### src/rtl/sha2_msg_scheduler_if.sv
// Load port (block buffer -> scheduler) and word stream (scheduler -> compression core).
// The scheduler uses the slave view; the block buffer/consumer side uses the master view.
interface sha2_msg_scheduler_if #(
  parameter int WORD_W = 32,
  parameter int IDX_W  = 7
);
  logic              in_valid;
  logic [WORD_W-1:0] in_data;
  logic              in_ready;
  logic              w_valid;
  logic              w_ready;
  logic [WORD_W-1:0] w_data;
  logic [IDX_W-1:0]  w_idx;

  modport slave (
    input  in_valid, in_data, w_ready,
    output in_ready, w_valid, w_data, w_idx
  );

  modport master (
    output in_valid, in_data, w_ready,
    input  in_ready, w_valid, w_data, w_idx
  );
endinterface

### src/rtl/sha2_msg_scheduler.sv
// SHA-256/SHA-512 message-schedule generator built on a 16-word sliding window.
// Define MSCHED_BSWAP_EN to byte-reverse load words coming from little-endian sources.
module sha2_msg_scheduler #(
  parameter int WORD_W = 32,
  parameter int ROUNDS = 64,
  parameter int IDX_W  = 7
) (
  input  logic                       clk,
  input  logic                       rst,
  input  logic                       start,
  input  logic                       clr,
  sha2_msg_scheduler_if.slave        bus,
  output logic                       busy,
  output logic                       blk_done
);

  generate
    if (WORD_W != 32 && WORD_W != 64) begin : g_bad_word_w
      $error("sha2_msg_scheduler: WORD_W must be 32 or 64");
    end
    if (ROUNDS != 64 && ROUNDS != 80) begin : g_bad_rounds
      $error("sha2_msg_scheduler: ROUNDS must be 64 or 80");
    end
  endgenerate

  typedef enum logic [1:0] {IDLE, LOAD, EXPAND, DRAIN} state_t;

  localparam logic [IDX_W-1:0] LAST_LOAD  = IDX_W'(15);
  localparam logic [IDX_W-1:0] LAST_ROUND = IDX_W'(ROUNDS - 1);

  state_t            state, state_nx;
  logic [WORD_W-1:0] win [16];
  logic [IDX_W-1:0]  cnt;
  logic              w_valid_q;
  logic [WORD_W-1:0] w_data_q;
  logic [IDX_W-1:0]  w_idx_q;
  logic              done_q;

  logic [WORD_W-1:0] din;
  logic [WORD_W-1:0] s0, s1, new_w, shift_in;
  logic              adv, load_xfer, issue, drain_xfer, shift_en;

`ifdef MSCHED_BSWAP_EN
  always_comb begin
    din = '0;
    for (int b = 0; b < WORD_W / 8; b++) begin
      din[8*b +: 8] = bus.in_data[WORD_W-8-8*b +: 8];
    end
  end
`else
  assign din = bus.in_data;
`endif

  generate
    if (WORD_W == 64) begin : g_sigma512
      assign s0 = {win[1][0], win[1][WORD_W-1:1]} ^ {win[1][7:0], win[1][WORD_W-1:8]}
                ^ (win[1] >> 7);
      assign s1 = {win[14][18:0], win[14][WORD_W-1:19]} ^ {win[14][60:0], win[14][WORD_W-1:61]}
                ^ (win[14] >> 6);
    end else begin : g_sigma256
      assign s0 = {win[1][6:0], win[1][WORD_W-1:7]} ^ {win[1][17:0], win[1][WORD_W-1:18]}
                ^ (win[1] >> 3);
      assign s1 = {win[14][16:0], win[14][WORD_W-1:17]} ^ {win[14][18:0], win[14][WORD_W-1:19]}
                ^ (win[14] >> 10);
    end
  endgenerate

  assign new_w = s1 + win[9] + s0 + win[0];

  // An abort must not look like an accepted word to the block buffer, so clr masks in_ready.
  assign adv         = !w_valid_q || bus.w_ready;
  assign bus.in_ready = (state == LOAD) && adv && !clr;
  assign load_xfer   = bus.in_valid && bus.in_ready;
  assign issue       = (state == EXPAND) && adv && !clr;
  assign drain_xfer  = (state == DRAIN) && w_valid_q && bus.w_ready && !clr;
  assign shift_en    = load_xfer || issue;
  assign shift_in    = (state == LOAD) ? din : new_w;

  assign bus.w_valid = w_valid_q;
  assign bus.w_data  = w_data_q;
  assign bus.w_idx   = w_idx_q;
  assign busy        = (state != IDLE);
  assign blk_done    = done_q;

  always_ff @(posedge clk or negedge rst) begin
    if (!rst) state <= IDLE;
    else      state <= state_nx;
  end

  always_comb begin
    state_nx = state;
    if (clr) begin
      state_nx = IDLE;
    end else begin
      case (state)
        IDLE:    if (start) state_nx = LOAD;
        LOAD:    if (load_xfer && cnt == LAST_LOAD) state_nx = EXPAND;
        EXPAND:  if (issue && cnt == LAST_ROUND) state_nx = DRAIN;
        DRAIN:   if (drain_xfer) state_nx = IDLE;
        default: state_nx = IDLE;
      endcase
    end
  end

  // The window is left untouched by clr: the next LOAD overwrites all 16 entries anyway.
  always_ff @(posedge clk or negedge rst) begin
    if (!rst) begin
      for (int i = 0; i < 16; i++) win[i] <= '0;
    end else if (shift_en) begin
      for (int i = 0; i < 15; i++) win[i] <= win[i+1];
      win[15] <= shift_in;
    end
  end

  always_ff @(posedge clk or negedge rst) begin
    if (!rst) begin
      cnt       <= '0;
      w_valid_q <= 1'b0;
      w_data_q  <= '0;
      w_idx_q   <= '0;
      done_q    <= 1'b0;
    end else begin
      done_q <= 1'b0;
      if (clr) begin
        w_valid_q <= 1'b0;
      end else begin
        case (state)
          IDLE: begin
            if (start) cnt <= '0;
          end
          LOAD, EXPAND: begin
            if (shift_en) begin
              w_data_q  <= shift_in;
              w_idx_q   <= cnt;
              w_valid_q <= 1'b1;
              cnt       <= cnt + IDX_W'(1);
            end else if (state == LOAD && bus.w_ready) begin
              w_valid_q <= 1'b0;
            end
          end
          DRAIN: begin
            if (drain_xfer) begin
              w_valid_q <= 1'b0;
              done_q    <= 1'b1;
            end
          end
          default: ;
        endcase
      end
    end
  end

endmodule

### src/flat_wrapper.sv
// flat-port wrapper written by rule: the top's interface ports become plain ports
module sha2_msg_scheduler_flat 
#(
  parameter int WORD_W = 32,
  parameter int ROUNDS = 64,
  parameter int IDX_W  = 7
)
  (clk, rst, start, clr, busy, blk_done, bus_in_valid, bus_in_data, bus_w_ready, bus_in_ready, bus_w_valid, bus_w_data, bus_w_idx);
  sha2_msg_scheduler_if #(.WORD_W(WORD_W), .IDX_W(IDX_W)) bus_i ();
  input  logic clk;
  input  logic rst;
  input  logic start;
  input  logic clr;
  output logic busy;
  output logic blk_done;
  input wire logic [$bits(bus_i.in_valid)-1:0] bus_in_valid;
  input wire logic [$bits(bus_i.in_data)-1:0] bus_in_data;
  input wire logic [$bits(bus_i.w_ready)-1:0] bus_w_ready;
  output wire logic [$bits(bus_i.in_ready)-1:0] bus_in_ready;
  output wire logic [$bits(bus_i.w_valid)-1:0] bus_w_valid;
  output wire logic [$bits(bus_i.w_data)-1:0] bus_w_data;
  output wire logic [$bits(bus_i.w_idx)-1:0] bus_w_idx;
  assign bus_i.in_valid = bus_in_valid;
  assign bus_i.in_data = bus_in_data;
  assign bus_i.w_ready = bus_w_ready;
  assign bus_in_ready = bus_i.in_ready;
  assign bus_w_valid = bus_i.w_valid;
  assign bus_w_data = bus_i.w_data;
  assign bus_w_idx = bus_i.w_idx;
  sha2_msg_scheduler #(.WORD_W(WORD_W), .ROUNDS(ROUNDS), .IDX_W(IDX_W)) u_core (.clk(clk), .rst(rst), .start(start), .clr(clr), .bus(bus_i), .busy(busy), .blk_done(blk_done));
endmodule
### config.mk
export PLATFORM = sky130hd
export DESIGN_NAME = sha2_msg_scheduler_flat
export DESIGN_NICKNAME = d
export VERILOG_FILES = /design/src/rtl/sha2_msg_scheduler_if.sv /design/src/rtl/sha2_msg_scheduler.sv /design/src/flat_wrapper.sv
export SDC_FILE = /design/constraint.sdc
export NUM_CORES = 1
export LEC_CHECK = 0
export ABC_AREA = 1
export CORE_ASPECT_RATIO = 0.6
export CORE_MARGIN = 3
export CORE_UTILIZATION = 40
export DETAILED_ROUTE_END_ITERATION = 8
export PLACE_DENSITY = 0.54
export SYNTH_ARGS = -nofsm -noshare
export SYNTH_HDL_FRONTEND = slang
export SYNTH_SLANG_ARGS = --single-unit
### constraint.sdc
create_clock -name clk -period 9.43 [get_ports clk]
set_input_delay 1.886 -clock clk [delete_from_list [all_inputs] [get_ports clk]]
set_output_delay 1.886 -clock clk [all_outputs]
set_load 0.02 [all_outputs]
Word level (Yosys, flattened, before mapping) --
Index checks and enable logic that the tools add are counted. Widths: inputs -> output; s select.
Operators by class: reductions and logical operators 24, equal/unequal tests 12, multiplexer cells 18, bitwise gates (word level) 5, add/sub/neg operators 4
Operators by type and width (count):
- $add 32x32->32 | 3
- $xor 32x32->32 | 2
- $mux 32 | 1
- $xor 32x22->32 | 1
- $xor 32x29->32 | 1
- $mux 7 | 2
- $pmux 7 s2 | 1
- $logic_and 1x1->1 | 11
- $mux 2 | 5
- $ne 3x3->1 const B | 3
- $pmux 2 s4 | 1
- $reduce_and 4->1 | 2
- $add 7x1->7 const B | 1
- $eq 7x4->1 const B | 1
- $eq 7x6->1 const B | 1
- $mux 1 | 7
- $reduce_and 3->1 | 2
- $eq 2x2->1 const B | 2
- $ne 4x2->1 const B | 1
- $reduce_bool 2->1 | 2
- $ne 3x2->1 const B | 1
- $reduce_bool 3->1 | 1
- $eq 2x1->1 const B | 1
- $logic_not 1->1 | 2
- 7 further kinds | 8
Storage, ports and cells: logic and storage cells 85, bits in registers 562, output and inout port bits 43, bits of input ports 38

Depth between registers and ports, before layout --
Gate-level depths: netlist (run 1).
word-level depth 9, mapped depth 22, mapped depth without buffers 21

Least setup slack after synthesis (run 1) --
No wires, ideal clock.
path type input to output, start input port bus_w_ready, end output port bus_in_ready, path buffers 0, stages on the path 2, data required time 7544 ps, arrival 2180 ps, path slack 5364 ps, cell sequence nor2_1 > nor3_4
Between the ends: word-level cells in the longest chain between the ends 3
RTL lines:
- start: declaration | RTL line flat_wrapper.sv:18 | input wire logic [$bits(bus_i.w_ready)-1:0] bus_w_ready;
- $logic_or 1x1->1 | RTL line sha2_msg_scheduler.sv:71 | assign adv = !w_valid_q || bus.w_ready;
- $logic_and 1x1->1 (2 in series) | RTL line sha2_msg_scheduler.sv:72 | assign bus.in_ready = (state == LOAD) && adv && !clr;
- end: declaration | RTL line flat_wrapper.sv:19 | output wire logic [$bits(bus_i.in_ready)-1:0] bus_in_ready;
Every way passes these cells.

Worst setup path after layout (run 1) --
start input port clr, end output port bus_in_ready
Between the ends: word-level cells in the longest chain between the ends 2
RTL lines:
- start: declaration | RTL line flat_wrapper.sv:13 | input logic clr;
- $logic_not 1->1 | RTL line sha2_msg_scheduler.sv:72
- $logic_and 1x1->1 | RTL line sha2_msg_scheduler.sv:72
Every way passes these cells.

==> summary.txt, run 1 <==
Setup path
  – Startpoint types: input pin
  – Critical path data arrival time: 3280 ps
  – Worst setup path startpoint: clr
  – Worst Setup Path Type: input pin to output port
  – Slowest-stage cell, CP: clkdlybuf4s50_1
  – RR Startpoint: u_core.win[456]
  – Crit Path Max Fanout: 5
  – Cells along the critical path: clkdlybuf4s50_1 -> nor3_4 -> clkdlybuf4s50_1
  – Delay-heaviest family, CP: buffers and inverters
  – CP Depth: 3
  – Required time of the critical path: between 7000 and 8000 ps
  – Crit path largest cell delay: approximately 640 ps
  – Crit path capture type: output port
  – Cell mode on critical path: clkdlybuf4s50_1
  – R2R depth: 20
  – CP Buf/Inv Count: 2

Routing
  – Post-DR vias/cell: roughly 4.8
  – Detailed-router iteration count before antenna repair: 5
  – First DRT Iteration DRCs: between 1500 and 2000
  – Residual DRC: 0
  – Post-route antenna net violation count: 0
  – Final wirelength: 70970 um
  – Via count of the routed design: approximately 20000
  – Drt wl/cell: around 17 um

Placed design
  – Detailed Place HPWL: around 50000 um
  – RD Place Congestion: just under 0.9
  – Port buffer count: 80

CTS
  – TritonCTS clock tree: done
  – Clock-pin slew on the worst setup and hold paths: 60 ps
  – Hold-fix buffers, CTS: 0
  – Worst-Skew Late Latency: around 600 ps
  – # H-tree levels: 2
  – CTS Root Cell: clkbuf_16
  – Clock sink total: 562
  – Post-cts resize count: 0
  – Setup bufs post-CTS: 0
  – Max clock buf depth: 3
  – CTS Buf Count: 53

Floorplan
  – Io pins: 81
  – Die ar.: 69980 sq um
  – Die W: around 340 um
  – Site Rows: 72
  – Core footprint: around 65000 sq um
  – Initial core utilization: 0.4093
  – Vert. Die Dim: approximately 200 um

Finish
  – # diodes: 0
  – Commonest non-fill, non-tap cell in the layout: nand2_1
  – Share of cells above drive strength 1: 0.03426
  – Commonest non-fill, non-tap cells in the layout: 1357 x nand2_1, 562 x dfrtp_1, 411 x inv_1
  – Final nets: between 3000 and 4000
  – Area Overhead vs Synth: 12.12%

Synth
  – Yosys Warn Count: 0
  – Synth area leaders: dfrtp_1 53%, nand2_1 19%, inv_1 5.8%
  – Post-Syn Nets: 3342
  – Sequential fraction of the synthesis area: 0.5268
  – Post-synth cell types: 30
  – Synthesized flop and latch total: roughly 560
  – Mapped Area: around 27000 sq um
  – Number of synthesized flops with an enable pin: 0
  – Async S/R FF share, synth: 1.000
  – Syn Inst Count: 3206
  – Main flop type after synthesis: dfrtp_1
  – Mapped Avg Cell Area: around 8.3 sq um
  – Top cell type's share of synthesized area: 0.5268
  – Dominant cell type by area after synthesis: dfrtp_1

Global route
  – Met1 Use GR: 0.3326
  – Remaining Overflow, GRT: 0
  – Number of global-route vias before repair: 19690
  – Largest net degree at the start of global routing: around 240
  – GRT Util Overall: 0.2073
  – First-pass GRT wire length: roughly 110000 um
  – Global Route met2 Usage: 0.2860
  – Initial antenna violation count: 0
  – Busiest grt layer: met1
  – Met3 global-route usage: 0.04842

Min path
  – Hold path startpoint: u_core.win[305]
  – Hold WC Path Type: flip-flop to flip-flop
  – Worst Hold Depth: 2

Timing
  – Hold Fails Final Rpt: 0
  – Clock skew: approximately 23 ps
  – Crit path time final: 5162 ps
  – Slew at the pin closest to its max-slew limit: about 1100 ps
  – Count of final setup violators: 0
  – RSZ-0062 raised after global routing: no
  – TNS Setup: 0 ps
  – Period utilization: 0.5474
  – Fmax achieved: between 150 and 200 MHz
  – Slew headroom: 0.2758
  – Final Max Slew Viols: 0

Outcome
  – Run status: completed

Job
  – Max-cap violations: 0
[cell families (layout without fill, tap and decap cells)]
kind of cell,Yosys count,in the layout,synth area share
XOR/XNOR,134,134,0.04396
buffers and inverters,568,602,0.08460
adder cells (fa/ha/maj),98,98,0.06337
flip-flops,562,562,0.5268
AND/OR/NAND/NOR,1532,1532,0.2214
AO/OA/AOI/OAI,312,312,0.05990
[synthesized netlist by cell type, types with 6 or more instances]
| library cell | count |
|---|---|
| nor2_1 | 77 |
| o21ai_0 | 230 |
| buf_4 | 12 |
| or2_2 | 6 |
| dfrtp_1 | 562 |
| inv_1 | 411 |
| clkbuf_1 | 78 |
| nand3_1 | 72 |
| fa_1 | 62 |
| nor3_1 | 7 |
| nand2_1 | 1357 |
| xnor2_1 | 63 |
| buf_2 | 65 |
| a21oi_1 | 20 |
| ha_1 | 36 |
| nand4_1 | 7 |
| o21ai_1 | 47 |
| xor2_1 | 71 |
| o211ai_1 | 8 |
[layer usage]
metal | routed length (um) | part of all wire
met1 | 37080 | 0.52
met2 | 27880 | 0.39
met3 | 5253 | 0.074
met4 | 750 | 0.011
met5 | 0 | 0
[sequential cells by signal (all words and copies together) (netlist names)]
signal / count
u_core.blk_done: 1
u_core.bus.w_data: 32
u_core.bus.w_idx: 7
u_core.bus.w_valid: 1
u_core.cnt: 7
u_core.state: 2
u_core.win: 512
[stage by stage]
stage	utilization	instance area (sq um)	setup WS [ps]	std cells	hold slack, ps
floorplan	-	26700	5364	3206	442.2
global placement	0.4306	28090	4082	4032	453.1
detailed placement	0.4306	28090	3986	4032	458.2
CTS	0.4589	29930	4268	4128	474.3
global route	0.4589	29930	4215	4128	482.6
finish	0.4589	29930	4268	4128	468.9
[worst reg2reg max path: stages (launching register included)]
cell and delay, ps:
dfrtp_1 530, xnor2_1 500, xor2_1 190, inv_1 70
fa_1 500, inv_1 60, fa_1 460, inv_1 70
ha_1 240, inv_1 80, fa_1 400, inv_1 90
nand3_1 70, nand3_1 150, nand3_1 140, nand3_1 250
nand2_1 120, nand3_1 100, nand3_1 210, nand3_1 160
nand2_1 70
[worst paths after layout]
kind / end / slack, ps
hold reg to reg: u_core.win[337] / 470
setup reg to reg: u_core.win[29] / 4870
min in group asynchronous: u_core.win[375] / 1380
max in group asynchronous: u_core.win[242] / 6220
setup / recovery: bus_in_ready / 4270
hold / removal: u_core.win[337] / 470
[cell type report]
cell class	count	area (sq um)
multi-input combinational	2076	10390
inverter	413	1558
clock inverter	17	240.2
timing repair buffer	93	965.9
fill	6390	35290
clock buffer	79	1605
tap	888	1111
sequential	562	14060
Power of run 1 is left out: the tool's default activity adds up to more than one toggle a clock period on the data nets, which glitch-free logic cannot reach.
==> inputs of run 2 (changes only) <==
clock period = 5 ns   (was 9.43 ns; I/O delays follow)
==> summary.txt, run 2 (synthesis gave the netlist of run 1 again) <==
Min path
  – Hold WC Path Type: input pin to async pin (was flip-flop to flip-flop)

Finish
  – Share of cells above drive strength 1: 0.03904 (was 0.03426)
  – Top reg by flops: u_core.win (unchanged)
  – Final nets: 3351 (was 3335)
  – Register area: 14060 sq um (unchanged)
  – Multi-input gate area in the final layout: 10390 sq um (unchanged)
  – Max FFs per register: 512 (unchanged)
  – Commonest non-fill, non-tap cell in the layout: nand2_1 (unchanged)
  – Area Overhead vs Synth: 12.53% (was 12.12%)
  – Commonest non-fill, non-tap cells in the layout: 1357 x nand2_1, 562 x dfrtp_1, 411 x inv_1 (unchanged)
  – # diodes: 0 (unchanged)
  – Fill count: 6537 (was 6390)

Outcome
  – Run status: completed (unchanged)

Timing
  – Slew at the pin closest to its max-slew limit: 940.7 ps (was 1086 ps)
  – Hold Fails Final Rpt: 0 (unchanged)
  – Crit path time final: ~4600 ps
  – Slew headroom: 0.3729 (was 0.2758)
  – Final Max Slew Viols: 0 (unchanged)
  – Period utilization: 0.9278
  – Clock skew: 31.50 ps (was 23.08 ps)
  – Count of final setup violators: 0 (unchanged)
  – TNS Setup: 0 ps (unchanged)
  – RSZ-0062 raised after global routing: no (unchanged)
  – Fmax achieved: about 220 MHz

Global route
  – Remaining Overflow, GRT: 0 (unchanged)
  – Largest net degree at the start of global routing: 198 (was 239)
  – Initial antenna violation count: 1 (was 0)
  – First-pass GRT wire length: 118500 um (was 113400 um)
  – GRT Util Overall: 0.2188 (was 0.2073)
  – Number of global-route vias before repair: 20040 (was 19690)

CTS
  – Clock sink total: 562 (unchanged)
  – CTS Buf Count: 52 (was 53)
  – # H-tree levels: 2 (unchanged)
  – Setup bufs post-CTS: 0 (unchanged)
  – Hold-fix buffers, CTS: 0 (unchanged)
  – CTS Root Cell: clkbuf_16 (unchanged)
  – Clock-pin slew on the worst setup and hold paths: 70 ps (was 60 ps)
  – TritonCTS clock tree: done (unchanged)
  – Worst-Skew Late Latency: 600 ps (about the same)
  – Post-cts resize count: 0 (unchanged)
  – Max clock buf depth: 3 (unchanged)

Job
  – Max-cap violations: 0 (unchanged)

Floorplan
  – Die W: 339.5 um (unchanged)
  – Site Rows: 72 (unchanged)
  – Io pins: 81 (unchanged)
  – Vert. Die Dim: 206.1 um (unchanged)
  – Die ar.: 69980 sq um (unchanged)
  – Core footprint: 65220 sq um (unchanged)
  – Initial core utilization: 0.4093 (unchanged)

Placed design
  – RD Place Congestion: 0.9729 (was 0.8824)
  – Detailed Place HPWL: 53530 um (was 50140 um)
  – Port buffer count: 80 (unchanged)

Setup path
  – RR Endpoint: u_core.bus.w_data[13] (was u_core.win[29])
  – Startpoint types: flip-flop (was input pin)
  – RR Startpoint: u_core.win[456] (unchanged)
  – Required time of the critical path: 5500 ps (was 7540 ps)
  – Crit path capture type: flip-flop (was output port)
  – Crit Path Max Fanout: 5 (unchanged)
  – Worst R2R Setup Slack: 360 ps (was 4870 ps)
  – Worst Setup Path Type: flip-flop to flip-flop (was input pin to output port)
  – Worst setup path startpoint: u_core.win[456] (was clr)
  – R2R depth: 19 (was 20)
  – Critical path data arrival time: 5140 ps (was 3280 ps)

Routing
  – First DRT Iteration DRCs: 1714 (was 1646)
  – Post-route antenna net violation count: 0 (unchanged)
  – Post-DR vias/cell: 4.867 (was 4.810)
  – Residual DRC: 0 (unchanged)
  – Final wirelength: 74570 um (was 70970 um)
  – Via count of the routed design: 20160 (was 19860)
  – Drt wl/cell: 18.01 um (was 17.19 um)
  – Detailed-router iteration count before antenna repair: 6 (was 5)
-- run 2: changes by cell type in the layout (fill, tap and decap cells not counted), sizes merged --
cell	before	now
bufinv	5	4
inv	415	414
buf	14	31
clkinvlp	2	3
clkinv	8	11
clkbuf	79	73
-- run 2: area by class of cell --
type	instances	area share
flip-flops and latches	562	0.4682
multi-input cells	2076	0.3458
inverters	413	0.05186
clock buffers	73	0.05131
repair buffers	110	0.03890
well taps	888	0.03699
clock inverters	19	0.006997
-- run 2: how the worst max path moves through the flow --
stage | slack [ps] | end
5_1_grt | 80 | u_core.bus.w_data[13]
4_1_cts | 470 | u_core.bus.w_data[13]
3_3_place_gp | 480 | u_core.bus.w_data[13]
2_1_floorplan | 1530 | u_core.bus.w_data[29]
3_5_place_dp | 490 | u_core.bus.w_data[13]
6_report | 360 | u_core.bus.w_data[13]
-- run 2: through the flow --
step | std cells | hold slack [ps] | utilization | worst slack [ps] | area, sq um
2_1_floorplan | 3206 | 442.2 | - | 1530 | 26700
3_3_place_gp | 4049 | 453.4 | 0.4337 | 475.6 | 28290
3_5_place_dp | 4049 | 458.3 | 0.4337 | 489.0 | 28290
4_1_cts | 4141 | 470.7 | 0.4606 | 469.1 | 30040
5_1_grt | 4141 | 471.8 | 0.4606 | 78.24 | 30040
6_report | 4141 | 432.0 | 0.4606 | 361.2 | 30040
-- run 2: per-layer routing --
metal  routed length [um]  vias to the layer above  global-route usage
met5                    0                        -                   0
met4                 1201                        0             0.03700
met3                 6171                       87             0.06000
met2                28910                      484              0.2951
met1                38290                     9946              0.3485
li1                     -                     9639                   -
-- run 2: worst max-delay path, cell delays in order, from the launching register on --
cell,delay (ps)
dfrtp_1,510
xnor2_1,550
xor2_1,190
inv_1,80
fa_1,510
inv_1,50
fa_1,450
inv_1,70
ha_1,310
inv_1,90
fa_1,400
inv_1,100
nand3_1,70
nand3_1,190
nand3_1,160
nand3_1,240
nand2_1,80
nand3_1,100
o211ai_1,170
o21ai_0,230
Power of run 2 is left out for the same reason.
==> inputs of run 3 (changes only) <==
CORE_ASPECT_RATIO = 1.2   (was 0.6)
==> summary.txt, run 3 (synthesis gave the netlist of run 1 again) <==
Floorplan
  – Initial core utilization: 0.4046 (was 0.4093)
  – Die ar.: 69890 sq um (was 69980 sq um)
  – Core footprint: 65980 sq um (was 65220 sq um)
  – Die W: 241.8 um (was 339.5 um)
  – Vert. Die Dim: 289.0 um (was 206.1 um)
  – Site Rows: 103 (was 72)
  – Io pins: 81 (unchanged)

Routing
  – Drt wl/cell: 17.24 um (was 18.01 um)
  – Final wirelength: 71520 um (was 74570 um)
  – Residual DRC: 0 (unchanged)
  – Detailed-router iteration count before antenna repair: 5 (was 6)
  – First DRT Iteration DRCs: 1613 (was 1714)
  – Post-route antenna net violation count: 0 (unchanged)
  – Via count of the routed design: 19670 (was 20160)
  – Post-DR vias/cell: 4.740 (was 4.867)

CTS
  – Post-cts resize count: 0 (unchanged)
  – CTS Root Cell: clkbuf_16 (unchanged)
  – Hold-fix buffers, CTS: 0 (unchanged)
  – Clock sink total: 562 (unchanged)
  – Worst-Skew Late Latency: 630 ps (was 600 ps)
  – CTS Buf Count: 59 (was 52)
  – TritonCTS clock tree: done (unchanged)
  – # H-tree levels: 2 (unchanged)
  – Max clock buf depth: 3 (unchanged)
  – Setup bufs post-CTS: 0 (unchanged)
  – Clock-pin slew on the worst setup and hold paths: 60 ps (was 70 ps)

Timing
  – Crit path time final: 4363 ps (was 4639 ps)
  – Clock skew: 29.46 ps (was 31.50 ps)
  – Period utilization: 0.8727 (was 0.9278)
  – Fmax achieved: 229.2 MHz (was 215.6 MHz)
  – TNS Setup: 0 ps (unchanged)
  – RSZ-0062 raised after global routing: no (unchanged)
  – Hold Fails Final Rpt: 0 (unchanged)
  – PnR worst setup slack: 636.7 ps (was 361.2 ps)
  – Count of final setup violators: 0 (unchanged)
  – Slew at the pin closest to its max-slew limit: 1103 ps (was 940.7 ps)
  – Final Max Slew Viols: 0 (unchanged)
  – Slew headroom: 0.2648 (was 0.3729)

Global route
  – First-pass GRT wire length: 113800 um (was 118500 um)
  – Remaining Overflow, GRT: 0 (unchanged)
  – Number of global-route vias before repair: 19600 (was 20040)
  – Initial antenna violation count: 0 (was 1)
  – GRT Util Overall: 0.2079 (was 0.2188)
  – Largest net degree at the start of global routing: 241 (was 198)

Setup path
  – Worst Setup Path Type: flip-flop to flip-flop (unchanged)
  – Crit path largest cell delay: 620 ps (was 550 ps)
  – Startpoint types: flip-flop (unchanged)
  – Worst R2R Setup Slack: 640 ps (was 360 ps)
  – Cell mode on critical path: nand2_1
  – CP Buf/Inv Count: 3 (was 5)
  – Cells along the critical path: xnor2_1 -> xor2_1 -> inv_1 -> fa_1 -> inv_1 -> fa_1 -> inv_1 -> ha_1 -> nand2_1 -> nor2_1 -> nand2_1 -> nand3_1 -> nand2_1 -> nand2_1 -> xnor2_1 -> o21ai_0 -> nand2_1 -> nand2_1 (was xnor2_1 -> xor2_1 -> inv_1 -> fa_1 -> inv_1 -> fa_1 -> inv_1 -> ha_1 -> inv_1 -> fa_1 -> inv_1 -> nand3_1 -> nand3_1 -> nand3_1 -> nand3_1 -> nand2_1 -> nand3_1 -> o211ai_1 -> o21ai_0)
  – Delay-heaviest family, CP: adder cells (unchanged)
  – Critical path data arrival time: 4850 ps (was 5140 ps)
  – Crit Path Max Fanout: 5 (unchanged)
  – Crit path capture type: flip-flop (unchanged)
  – Slowest-stage cell, CP: fa_1 (was xnor2_1)
  – Required time of the critical path: 5490 ps (was 5500 ps)

Job
  – Max-cap violations: 0 (unchanged)

Finish
  – Commonest non-fill, non-tap cell in the layout: nand2_1 (unchanged)
  – Area Overhead vs Synth: 12.72% (was 12.53%)
  – Commonest non-fill, non-tap cells in the layout: 1357 x nand2_1, 562 x dfrtp_1, 411 x inv_1 (unchanged)
  – Top reg by flops: u_core.win (unchanged)
  – Final nets: 3349 (was 3351)
  – Max FFs per register: 512 (unchanged)
  – Share of cells above drive strength 1: 0.03747 (was 0.03904)

Placed design
  – RD Place Congestion: 0.9298 (was 0.9729)
  – Port buffer count: 80 (unchanged)
  – Place WS: 626.9 ps (was 489.0 ps)
  – Detailed Place HPWL: 50500 um (was 53530 um)

Min path
  – Hold WC Path Type: input pin to async pin (unchanged)

Outcome
  – Run status: completed (unchanged)
run 3: stage by stage:
| step | area, sq um | utilization | cells | hold slack, ps |
|---|---|---|---|---|
| floorplan | 26700 | - | 3206 | 442.2 |
| global placement | 28200 | 0.4274 | 4044 | 452.9 |
| detailed placement | 28200 | 0.4274 | 4044 | 458.3 |
| CTS | 30090 | 0.4560 | 4148 | 364.4 |
| global route | 30090 | 0.4560 | 4148 | 390.0 |
| finish | 30090 | 0.4560 | 4149 | 370.1 |
run 3: worst register-to-register path: stages (launching register included):
cell     delay (ps)
dfrtp_1         550
xnor2_1         290
xor2_1          320
inv_1           110
fa_1            520
inv_1            60
fa_1            620
inv_1            70
ha_1            320
nand2_1          70
nor2_1           50
nand2_1          60
nand3_1         130
nand2_1          90
nand2_1         110
xnor2_1         420
o21ai_0         280
nand2_1         120
nand2_1          60
run 3: final timing paths:
check | startpoint | to | depth (start not counted)
max | u_core.win[453] | u_core.win[10] | 18
min | rst | u_core.win[342] | 1
max reg2reg | u_core.win[453] | u_core.win[10] | 18
min reg2reg | u_core.win[362] | u_core.win[394] | 2
max in group asynchronous | rst | u_core.win[509] | 2
min in group clk | u_core.win[362] | u_core.win[394] | 2
run 3: layout make-up:
| cell class | count | area (sq um) |
|---|---|---|
| Clock buffer | 86 | 1719 |
| Multi-Input combinational cell | 2076 | 10390 |
| Antenna cell | 1 | 2.502 |
| Sequential cell | 562 | 14060 |
| Tap cell | 892 | 1116 |
| Timing Repair Buffer | 101 | 1076 |
| Clock inverter | 18 | 167.7 |
| Inverter | 413 | 1558 |
| Fill cell | 6677 | 35890 |
run 3: per-layer routing:
layer  track usage  wire [um]  vias to the layer above
met1        0.2802      32240                     9538
li1              -          -                     9663
met2        0.3499      34360                      348
met4       0.07111       2470                        0
met3       0.02564       2448                      118
met5             0          0                        -
Power of run 3 is left out for the same reason.
